--- config.mk ---
export PLATFORM = sky130hd
export DESIGN_NAME = wb_stage_flat
export DESIGN_NICKNAME = d
export VERILOG_FILES = /design/src/rtl/wb_stage_pkg.sv /design/src/rtl/wb_stage_if.sv /design/src/rtl/wb_stage_ld_align.sv /design/src/rtl/wb_stage.sv /design/src/flat_wrapper.sv
export SDC_FILE = /design/constraint.sdc
export NUM_CORES = 1
export LEC_CHECK = 0
export CAP_MARGIN = 25
export CORE_MARGIN = 2
export CORE_UTILIZATION = 40
export CTS_CLUSTER_SIZE = 8
export DETAILED_ROUTE_END_ITERATION = 16
export PLACE_DENSITY = 0.72
export SYNTH_ARGS = -nofsm -noshare
export SYNTH_HDL_FRONTEND = slang
export SYNTH_SLANG_ARGS = --single-unit
--- constraint.sdc ---
create_clock -name clk -period 7.6 [get_ports clk]
set_input_delay 1.52 -clock clk [delete_from_list [all_inputs] [get_ports clk]]
set_output_delay 1.52 -clock clk [all_outputs]
set_load 0.05 [all_outputs]
--- src/rtl/wb_stage_pkg.sv ---
// Shared types and constants for the memory/write-back stage.
// Opcode encodings match the execute stage's wb_op field.
package wb_stage_pkg;

    localparam int FULLW = 32;
    localparam int WIDTH = 8;
    localparam int WORD  = FULLW / WIDTH;

    typedef enum logic [2:0] {
        WB_NOP  = 3'd0,
        WB_ALU  = 3'd1,
        WB_LDR  = 3'd2,
        WB_LDRB = 3'd3,
        WB_STR  = 3'd4,
        WB_STRB = 3'd5,
        WB_B    = 3'd6,
        WB_BL   = 3'd7
    } wb_op_t;

    typedef enum logic [1:0] {
        IDLE    = 2'd0,
        LD_REQ  = 2'd1,
        LD_DATA = 2'd2,
        LINK    = 2'd3
    } wb_state_t;

    // Word-align a byte address by clearing the lane bits.
    function automatic logic [FULLW-1:0] word_addr(input logic [FULLW-1:0] a);
        return {a[FULLW-1:2], 2'b00};
    endfunction

endpackage

--- src/rtl/wb_stage_if.sv ---
// Execute -> write-back handshake bundle.
// master = execute side, slave = write-back stage.
interface wb_stage_if #(
    parameter int ADDR_WIDTH = 4
);
    import wb_stage_pkg::*;

    logic                  ex_valid;
    logic                  ex_ready;
    wb_op_t                ex_op;
    logic [ADDR_WIDTH-1:0] ex_rd;
    logic [FULLW-1:0]      ex_result;
    logic [FULLW-1:0]      ex_sdata;
    logic [FULLW-1:0]      ex_link;

    modport master (
        output ex_valid, ex_op, ex_rd, ex_result, ex_sdata, ex_link,
        input  ex_ready
    );

    modport slave (
        input  ex_valid, ex_op, ex_rd, ex_result, ex_sdata, ex_link,
        output ex_ready
    );

endinterface

--- src/rtl/wb_stage_ld_align.sv ---
// Byte-lane handling for loads and stores.
// Lane 0 is the MSB byte (big-endian lane order).
module wb_stage_ld_align
    import wb_stage_pkg::*;
(
    input  logic [FULLW-1:0] rdata,
    input  logic [1:0]       ld_lane,
    input  logic             ld_byte,
    output logic [FULLW-1:0] ld_data,
    input  logic [FULLW-1:0] sdata,
    input  logic [1:0]       st_lane,
    input  logic             st_byte,
    output logic [WORD-1:0]  st_be,
    output logic [FULLW-1:0] st_wdata
);

    logic [WIDTH-1:0] lane_byte;

    // Select the addressed byte and zero-extend for byte loads.
    always_comb begin
        lane_byte = rdata[31:24];
        unique case (ld_lane)
            2'd0: lane_byte = rdata[31:24];
            2'd1: lane_byte = rdata[23:16];
            2'd2: lane_byte = rdata[15:8];
            2'd3: lane_byte = rdata[7:0];
            default: lane_byte = rdata[31:24];
        endcase
        ld_data = ld_byte ? {24'b0, lane_byte} : rdata;
    end

    // Byte stores drive one lane and replicate the byte everywhere.
    always_comb begin
        st_be    = st_byte ? (4'b1000 >> st_lane) : 4'b1111;
        st_wdata = st_byte ? {WORD{sdata[7:0]}} : sdata;
    end

endmodule

--- src/rtl/wb_stage.sv ---
// Memory/write-back stage: data-memory access, register write port,
// and branch strobes. Loads and BL stall execute for extra cycles.
module wb_stage
    import wb_stage_pkg::*;
#(
    parameter int ADDR_WIDTH = 4
) (
    input  logic                  clk,
    input  logic                  reset,
    wb_stage_if.slave             ex,
    output logic [FULLW-1:0]      dmem_addr,
    output logic                  dmem_re,
    output logic                  dmem_we,
    output logic [WORD-1:0]       dmem_be,
    output logic [FULLW-1:0]      dmem_wdata,
    input  logic [FULLW-1:0]      dmem_rdata,
    output logic                  we,
    output logic [ADDR_WIDTH-1:0] wa,
    output logic [FULLW-1:0]      wd,
    output logic                  ib,
    output logic [FULLW-1:0]      bv,
    output logic                  bl
);

    localparam logic [ADDR_WIDTH-1:0] LR = ADDR_WIDTH'(14);

    wb_state_t             state, state_d;
    logic                  ready_q, ready_d;
    logic [ADDR_WIDTH-1:0] ld_rd, ld_rd_d;
    logic [1:0]            ld_lane, ld_lane_d;
    logic                  ld_byte, ld_byte_d;
    logic [FULLW-1:0]      link_q, link_d;

    logic [FULLW-1:0]      addr_d, wdata_d, wd_d, bv_d;
    logic [WORD-1:0]       be_d;
    logic [ADDR_WIDTH-1:0] wa_d;
    logic                  re_d, dwe_d, we_d, ib_d, bl_d;

    logic [FULLW-1:0]      ld_data, st_wdata;
    logic [WORD-1:0]       st_be;
    logic                  accept;

    assign ex.ex_ready = ready_q;
    assign accept      = ex.ex_valid & ready_q;

    wb_stage_ld_align u_align (
        .rdata    (dmem_rdata),
        .ld_lane  (ld_lane),
        .ld_byte  (ld_byte),
        .ld_data  (ld_data),
        .sdata    (ex.ex_sdata),
        .st_lane  (ex.ex_result[1:0]),
        .st_byte  (ex.ex_op == WB_STRB),
        .st_be    (st_be),
        .st_wdata (st_wdata)
    );

    // Next state and next registered outputs; data holds, strobes pulse.
    always_comb begin
        state_d   = state;
        ld_rd_d   = ld_rd;
        ld_lane_d = ld_lane;
        ld_byte_d = ld_byte;
        link_d    = link_q;
        addr_d    = dmem_addr;
        be_d      = dmem_be;
        wdata_d   = dmem_wdata;
        wa_d      = wa;
        wd_d      = wd;
        bv_d      = bv;
        re_d      = 1'b0;
        dwe_d     = 1'b0;
        we_d      = 1'b0;
        ib_d      = 1'b0;
        bl_d      = 1'b0;
        unique case (state)
            IDLE: begin
                if (accept) begin
                    unique case (ex.ex_op)
                        WB_ALU: begin
                            we_d = 1'b1;
                            wa_d = ex.ex_rd;
                            wd_d = ex.ex_result;
                        end
                        WB_LDR, WB_LDRB: begin
                            ld_rd_d   = ex.ex_rd;
                            ld_lane_d = ex.ex_result[1:0];
                            ld_byte_d = (ex.ex_op == WB_LDRB);
                            addr_d    = word_addr(ex.ex_result);
                            re_d      = 1'b1;
                            state_d   = LD_REQ;
                        end
                        WB_STR, WB_STRB: begin
                            addr_d  = word_addr(ex.ex_result);
                            be_d    = st_be;
                            wdata_d = st_wdata;
                            dwe_d   = 1'b1;
                        end
                        WB_B: begin
                            ib_d = 1'b1;
                            bv_d = ex.ex_result;
                        end
                        WB_BL: begin
                            ib_d    = 1'b1;
                            bl_d    = 1'b1;
                            bv_d    = ex.ex_result;
                            link_d  = ex.ex_link;
                            state_d = LINK;
                        end
                        default: ;
                    endcase
                end
            end
            LD_REQ: state_d = LD_DATA;
            LD_DATA: begin
                we_d    = 1'b1;
                wa_d    = ld_rd;
                wd_d    = ld_data;
                state_d = IDLE;
            end
            LINK: begin
                we_d    = 1'b1;
                wa_d    = LR;
                wd_d    = link_q;
                state_d = IDLE;
            end
            default: state_d = IDLE;
        endcase
        ready_d = (state_d == IDLE);
    end

    // State and internal latches.
    always_ff @(posedge clk or posedge reset) begin
        if (reset) begin
            state   <= IDLE;
            ready_q <= 1'b0;
            ld_rd   <= '0;
            ld_lane <= '0;
            ld_byte <= 1'b0;
            link_q  <= '0;
        end else begin
            state   <= state_d;
            ready_q <= ready_d;
            ld_rd   <= ld_rd_d;
            ld_lane <= ld_lane_d;
            ld_byte <= ld_byte_d;
            link_q  <= link_d;
        end
    end

    // Registered memory, register-file and branch outputs.
    always_ff @(posedge clk or posedge reset) begin
        if (reset) begin
            dmem_addr  <= '0;
            dmem_re    <= 1'b0;
            dmem_we    <= 1'b0;
            dmem_be    <= '0;
            dmem_wdata <= '0;
            we         <= 1'b0;
            wa         <= '0;
            wd         <= '0;
            ib         <= 1'b0;
            bv         <= '0;
            bl         <= 1'b0;
        end else begin
            dmem_addr  <= addr_d;
            dmem_re    <= re_d;
            dmem_we    <= dwe_d;
            dmem_be    <= be_d;
            dmem_wdata <= wdata_d;
            we         <= we_d;
            wa         <= wa_d;
            wd         <= wd_d;
            ib         <= ib_d;
            bv         <= bv_d;
            bl         <= bl_d;
        end
    end

endmodule

--- src/flat_wrapper.sv ---
// flat-port wrapper written by rule: the top's interface ports become plain ports
module wb_stage_flat import wb_stage_pkg::*;
#(
    parameter int ADDR_WIDTH = 4
)
  (clk, reset, dmem_addr, dmem_re, dmem_we, dmem_be, dmem_wdata, dmem_rdata, we, wa, wd, ib, bv, bl, ex_ex_valid, ex_ex_op, ex_ex_rd, ex_ex_result, ex_ex_sdata, ex_ex_link, ex_ex_ready);
  wb_stage_if #(.ADDR_WIDTH(ADDR_WIDTH)) ex_i ();
  input  logic clk;
  input  logic reset;
  output logic [FULLW-1:0] dmem_addr;
  output logic dmem_re;
  output logic dmem_we;
  output logic [WORD-1:0] dmem_be;
  output logic [FULLW-1:0] dmem_wdata;
  input  logic [FULLW-1:0] dmem_rdata;
  output logic we;
  output logic [ADDR_WIDTH-1:0] wa;
  output logic [FULLW-1:0] wd;
  output logic ib;
  output logic [FULLW-1:0] bv;
  output logic bl;
  input wire logic [$bits(ex_i.ex_valid)-1:0] ex_ex_valid;
  input wire logic [$bits(ex_i.ex_op)-1:0] ex_ex_op;
  input wire logic [$bits(ex_i.ex_rd)-1:0] ex_ex_rd;
  input wire logic [$bits(ex_i.ex_result)-1:0] ex_ex_result;
  input wire logic [$bits(ex_i.ex_sdata)-1:0] ex_ex_sdata;
  input wire logic [$bits(ex_i.ex_link)-1:0] ex_ex_link;
  output wire logic [$bits(ex_i.ex_ready)-1:0] ex_ex_ready;
  assign ex_i.ex_valid = ex_ex_valid;
  assign ex_i.ex_op = ex_ex_op;
  assign ex_i.ex_rd = ex_ex_rd;
  assign ex_i.ex_result = ex_ex_result;
  assign ex_i.ex_sdata = ex_ex_sdata;
  assign ex_i.ex_link = ex_ex_link;
  assign ex_ex_ready = ex_i.ex_ready;
  wb_stage #(.ADDR_WIDTH(ADDR_WIDTH)) u_core (.clk(clk), .reset(reset), .ex(ex_i), .dmem_addr(dmem_addr), .dmem_re(dmem_re), .dmem_we(dmem_we), .dmem_be(dmem_be), .dmem_wdata(dmem_wdata), .dmem_rdata(dmem_rdata), .we(we), .wa(wa), .wd(wd), .ib(ib), .bv(bv), .bl(bl));
endmodule
==> results.md <==
Outcome:
- The flow ran to the end, and the final reports show no timing, DRC or antenna violations.

Hold path:
- The worst hold path stage count is 1.
- The path with the worst hold slack has its endpoint at u_core.link_q[10].
- The beginning of the worst hold path is u_core.link_q[10].
- The min-delay analysis places its worst path in the category register to register.

Logic synthesis:
- After technology mapping, the gate count stands at 660.
- For this run, the number of Yosys warnings is 0.
- The mux share of post-synthesis cell area is 0.206.
- Of the total synthesized cell area, the portion taken by XOR and XNOR cells is 0.00107.
- Averaged over all synthesized cells, the footprint is 12.5 sq um.
- Counting distinct cell types in the post-synthesis netlist gives 39.
- Of the total synthesized cell area, the portion taken by AND, OR, NAND and NOR gates is 0.0803.
- The adder-cell share of the synthesized area is 0.
- For this run, the register share of the synthesized area comes to 0.551.
- The area of the mapped netlist is 8220 sq um.
- After synthesis, the largest family of logic cells by area is multiplexers.
- The number of flip-flops and latches in the synthesized netlist is 181.
- The compound-cell area share of the yosys netlist is 0.111.

Pwr:
- The completed layout was analyzed and its total power is 4.43 mW.
- The peak ir drop on the vdd network is 0.000233 V.
- For this design the static power due to leakage is 4.96 nW.
- Power spread over the standard cell area amounts to 376 nW/um^2.

Global routing:
- Entering global routing, the biggest net connects 119 pins.
- The initial antenna violation count is 4.
- The combined global-route utilization of all metal layers is 0.235.
- The first global-routing pass estimated 39.3 mm of wire.
- The number of global-route vias before repair is 6676.
- For this run the aggregate overflow at the end of global routing stands at 0.

Placed design:
- Routability-driven placement finished with a final weighted congestion of 0.828.
- The number of I/O port buffers is 277.
- The estimated wirelength of the detail-placed design is 17.6 mm.

Timing:
- The number of max-slew violations in the final report is 0.
- The part of the cycle the worst path needs is 0.484.
- Summed over all failing endpoints, the final setup total negative slack is 0 ns.
- The shortest period the worst path allows is 3.68 ns.
- The hold violation count in the final report is 0.
- Between clock sinks in the finished design, the worst skew comes to 0.0126 ns.
- The transition time at the pin with the least slew margin is 0.986 ns.
- Setup repair after global routing left no endpoint under its margin.
- Derived from the worst setup path, the maximum achievable clock frequency is 0.272 GHz.
- Headroom to the max-slew limit came out at 0.342.
- The final count of negative-setup-slack endpoints is 0.

Clocking:
- The H-tree was split into 4 levels.
- Once the clock tree was built, the resizer swapped 0 gates to a different size.
- The clock root buffer is sky130_fd_sc_hd__clkbuf_16.
- The number of buffers inserted for hold repair after clock tree synthesis is 0.
- CTS saw 181 sinks.
- The maximum number of buffers from clock root to sink is 2.
- Clock latency on the worst-skew pair, taken at its later pin, is 0.43 ns.
- The clock transition time at the flip-flop clock pins of the worst setup and hold paths is 0.07 ns.
- In this run, CTS created clock tree buffers numbering 17.
- The number of post-CTS setup repair buffers is 0.
- The TritonCTS clock tree is done.

Worst setup path:
- The worst reg2reg path startpoint is u_core.state[1].
- On the worst path, the slowest cell contributes a delay of 0.93 ns.
- STA puts the critical path data arrival time at 3.98 ns.
- For the worst flop-to-flop path, the logic depth is 3.
- The type of origin of the critical path is an input pin.
- The worst-path cell with the longest stage delay is sky130_fd_sc_hd__nand3_2.
- At the worst endpoint, the required time is 7.90 ns.
- The type of destination of the critical path is a register.
- For flop-to-flop paths, the worst setup slack is 4.82 ns.
- Along the worst path, the maximum fanout reaches 33.
- In this run the critical register-to-register path is captured at u_core.bv[24].
- Traced cell by cell, the critical path runs through clkdlybuf4s50_1 -> nand3_2 -> mux2_2.
- The critical path is of the input pin to register type.

Cells and area:
- The final layout contains 1047 nets.
- The top cell types in the final layout, fill and taps aside, are 277 x sky130_fd_sc_hd__clkdlybuf4s50_1, 180 x sky130_fd_sc_hd__dfrtp_1, 80 x sky130_fd_sc_hd__mux2_2, 36 x sky130_fd_sc_hd__a31oi_1.
- In the final layout, the share of cells above drive strength 1 is 0.159.
- Leaving out fill and tap cells, the most frequent cell in the layout is sky130_fd_sc_hd__clkdlybuf4s50_1.
- Compared with the post-synthesis result, the final layout area differs by 43.3%.

Route:
- Using the TritonRoute via totals, the vias-per-cell ratio works out to 5.37.
- The wire length per cell is 21.1 um.
- The count of vias placed by the detailed router is 6422.
- In this run the remaining antenna-violating nets after routing total 0.
- The DRC violation count after routing is 0.
- The first-iteration detailed-routing DRC count is 453.
- Summed over all layers, the routed wires come to 25.2 mm.
- The number of search-and-repair iterations in the first detailed-routing pass is 5.

Floorplanning:
- The overall die width is 147 um.
- The effective utilization at floorplan is 0.406.
- The site row count is 52.
- The core region is 20200 sq um.
- The die covers 21700 sq um.
- The number of top-level pins is 280.
- The height of the die is 147 um.

Flow run:
- The number of max-capacitance violations reported is 0.
==> flip-flops by register name (all words and copies together) (netlist names), 4 cells and up <==
signal             cells
u_core.dmem_be         4
u_core.dmem_addr      30
u_core.bv             32
u_core.dmem_wdata     32
u_core.wd             32
u_core.ld_rd           4
u_core.wa              4
u_core.link_q         32
==> critical path: cells and delay by family <==
kind	cells	cell delay, ns
and+or+nand+nor	1	0.93
buffers and inverters	1	0.92
muxes	1	0.59
==> metrics by stage <==
stage	cells	utilization	hold slack (ns)	area (sq um)	setup slack (ns)
finish	1195	0.582	0.498	11800	3.92
detailed placement	1158	0.552	0.483	11200	3.41
global route	1195	0.582	0.512	11800	3.82
floorplan	661	-	0.465	8230	1.16
global placement	1156	0.549	0.474	11100	3.44
CTS	1190	0.581	0.499	11700	3.88
==> power by group <==
part	internal, mW	total (mW)	switching (mW)
Sequential	1.28	1.48	0.193
Clock	0.442	0.880	0.438
Combinational	0.767	2.07	1.31
Total	2.49	4.43	1.94
==> cells by family (layout without fill, tap and decap cells) <==
kind of cell	Yosys count	count (layout)
compound gates	144	144
other cells	1	5
flops	181	181
xor+xnor	1	1
mux	145	145
buf+inv	93	354
simple gates	95	95
==> per-layer routing <==
layer	vias up	routed length, um	track usage	share of wire
met2	244	11500	0.347	0.46
met1	3225	11300	0.335	0.45
li1	2912	-	-	-
met5	-	11	0	0.00044
met4	2	677	0.0938	0.027
met3	39	1640	0.0568	0.065
==> final cells by class <==
type                       count  area [sq um]
inverter                      34           135
sequential                   181          4530
tap                          270           338
timing repair buffer         288          2910
clock buffer                  17           425
multi-input combinational    387          3280
antenna                        3          7.51
clock inverter                15           158
fill                        1704          8450
==> worst max path at each step <==
stage                start                end  cells after the start
3_3_place_gp   ex_ex_op[2]  u_core.dmem_be[3]                      4
2_1_floorplan        reset          u_core.bl                      1
5_1_grt        ex_ex_op[2]      u_core.bv[24]                      3
6_report       ex_ex_op[2]      u_core.bv[24]                      3
3_5_place_dp   ex_ex_op[2]  u_core.dmem_be[3]                      4
4_1_cts        ex_ex_op[2]  u_core.dmem_be[3]                      4
==> cell usage after synthesis <==
library cell               count  area [sq um]
sky130_fd_sc_hd__a211oi_1     32           240
sky130_fd_sc_hd__a21bo_2       8          80.1
sky130_fd_sc_hd__a21oi_1      28           140
sky130_fd_sc_hd__a31oi_1      36           225
sky130_fd_sc_hd__and2_1        1          6.26
sky130_fd_sc_hd__and3_1        1          6.26
sky130_fd_sc_hd__and3b_1       1          8.76
sky130_fd_sc_hd__and4b_1       8          80.1
sky130_fd_sc_hd__and4bb_1      1          12.5
sky130_fd_sc_hd__buf_1         3          11.3
sky130_fd_sc_hd__buf_2        15          75.1
sky130_fd_sc_hd__buf_4         7          52.6
sky130_fd_sc_hd__buf_6         3          33.8
sky130_fd_sc_hd__clkbuf_1     30           113
sky130_fd_sc_hd__clkbuf_2      1          5.00
sky130_fd_sc_hd__conb_1        1          3.75
sky130_fd_sc_hd__dfrtp_1     181          4530
sky130_fd_sc_hd__inv_1        34           128
sky130_fd_sc_hd__mux2_1       31           349
sky130_fd_sc_hd__mux2_2       80           901
sky130_fd_sc_hd__mux2i_1      26           260
sky130_fd_sc_hd__mux4_2        8           180
sky130_fd_sc_hd__nand2_1      10          37.5
sky130_fd_sc_hd__nand2b_1      1          6.26
sky130_fd_sc_hd__nand3_1      28           140
sky130_fd_sc_hd__nand3_2       1          10.0
sky130_fd_sc_hd__nand3b_1      3          22.5
sky130_fd_sc_hd__nand4_4       1          21.3
sky130_fd_sc_hd__nor2b_1       1          6.26
sky130_fd_sc_hd__nor3_1        3          15.0
sky130_fd_sc_hd__nor3b_1      32           240
sky130_fd_sc_hd__nor4b_4       1          23.8
sky130_fd_sc_hd__nor4bb_1      1          10.0
sky130_fd_sc_hd__o21ai_0      29           145
sky130_fd_sc_hd__o21ai_4       1          16.3
sky130_fd_sc_hd__o21bai_1      2          15.0
sky130_fd_sc_hd__o22ai_1       8          50.1
sky130_fd_sc_hd__or4b_4        1          13.8
sky130_fd_sc_hd__xor2_1        1          8.76
No activity file was read; power rests on OpenSTA's default activity.
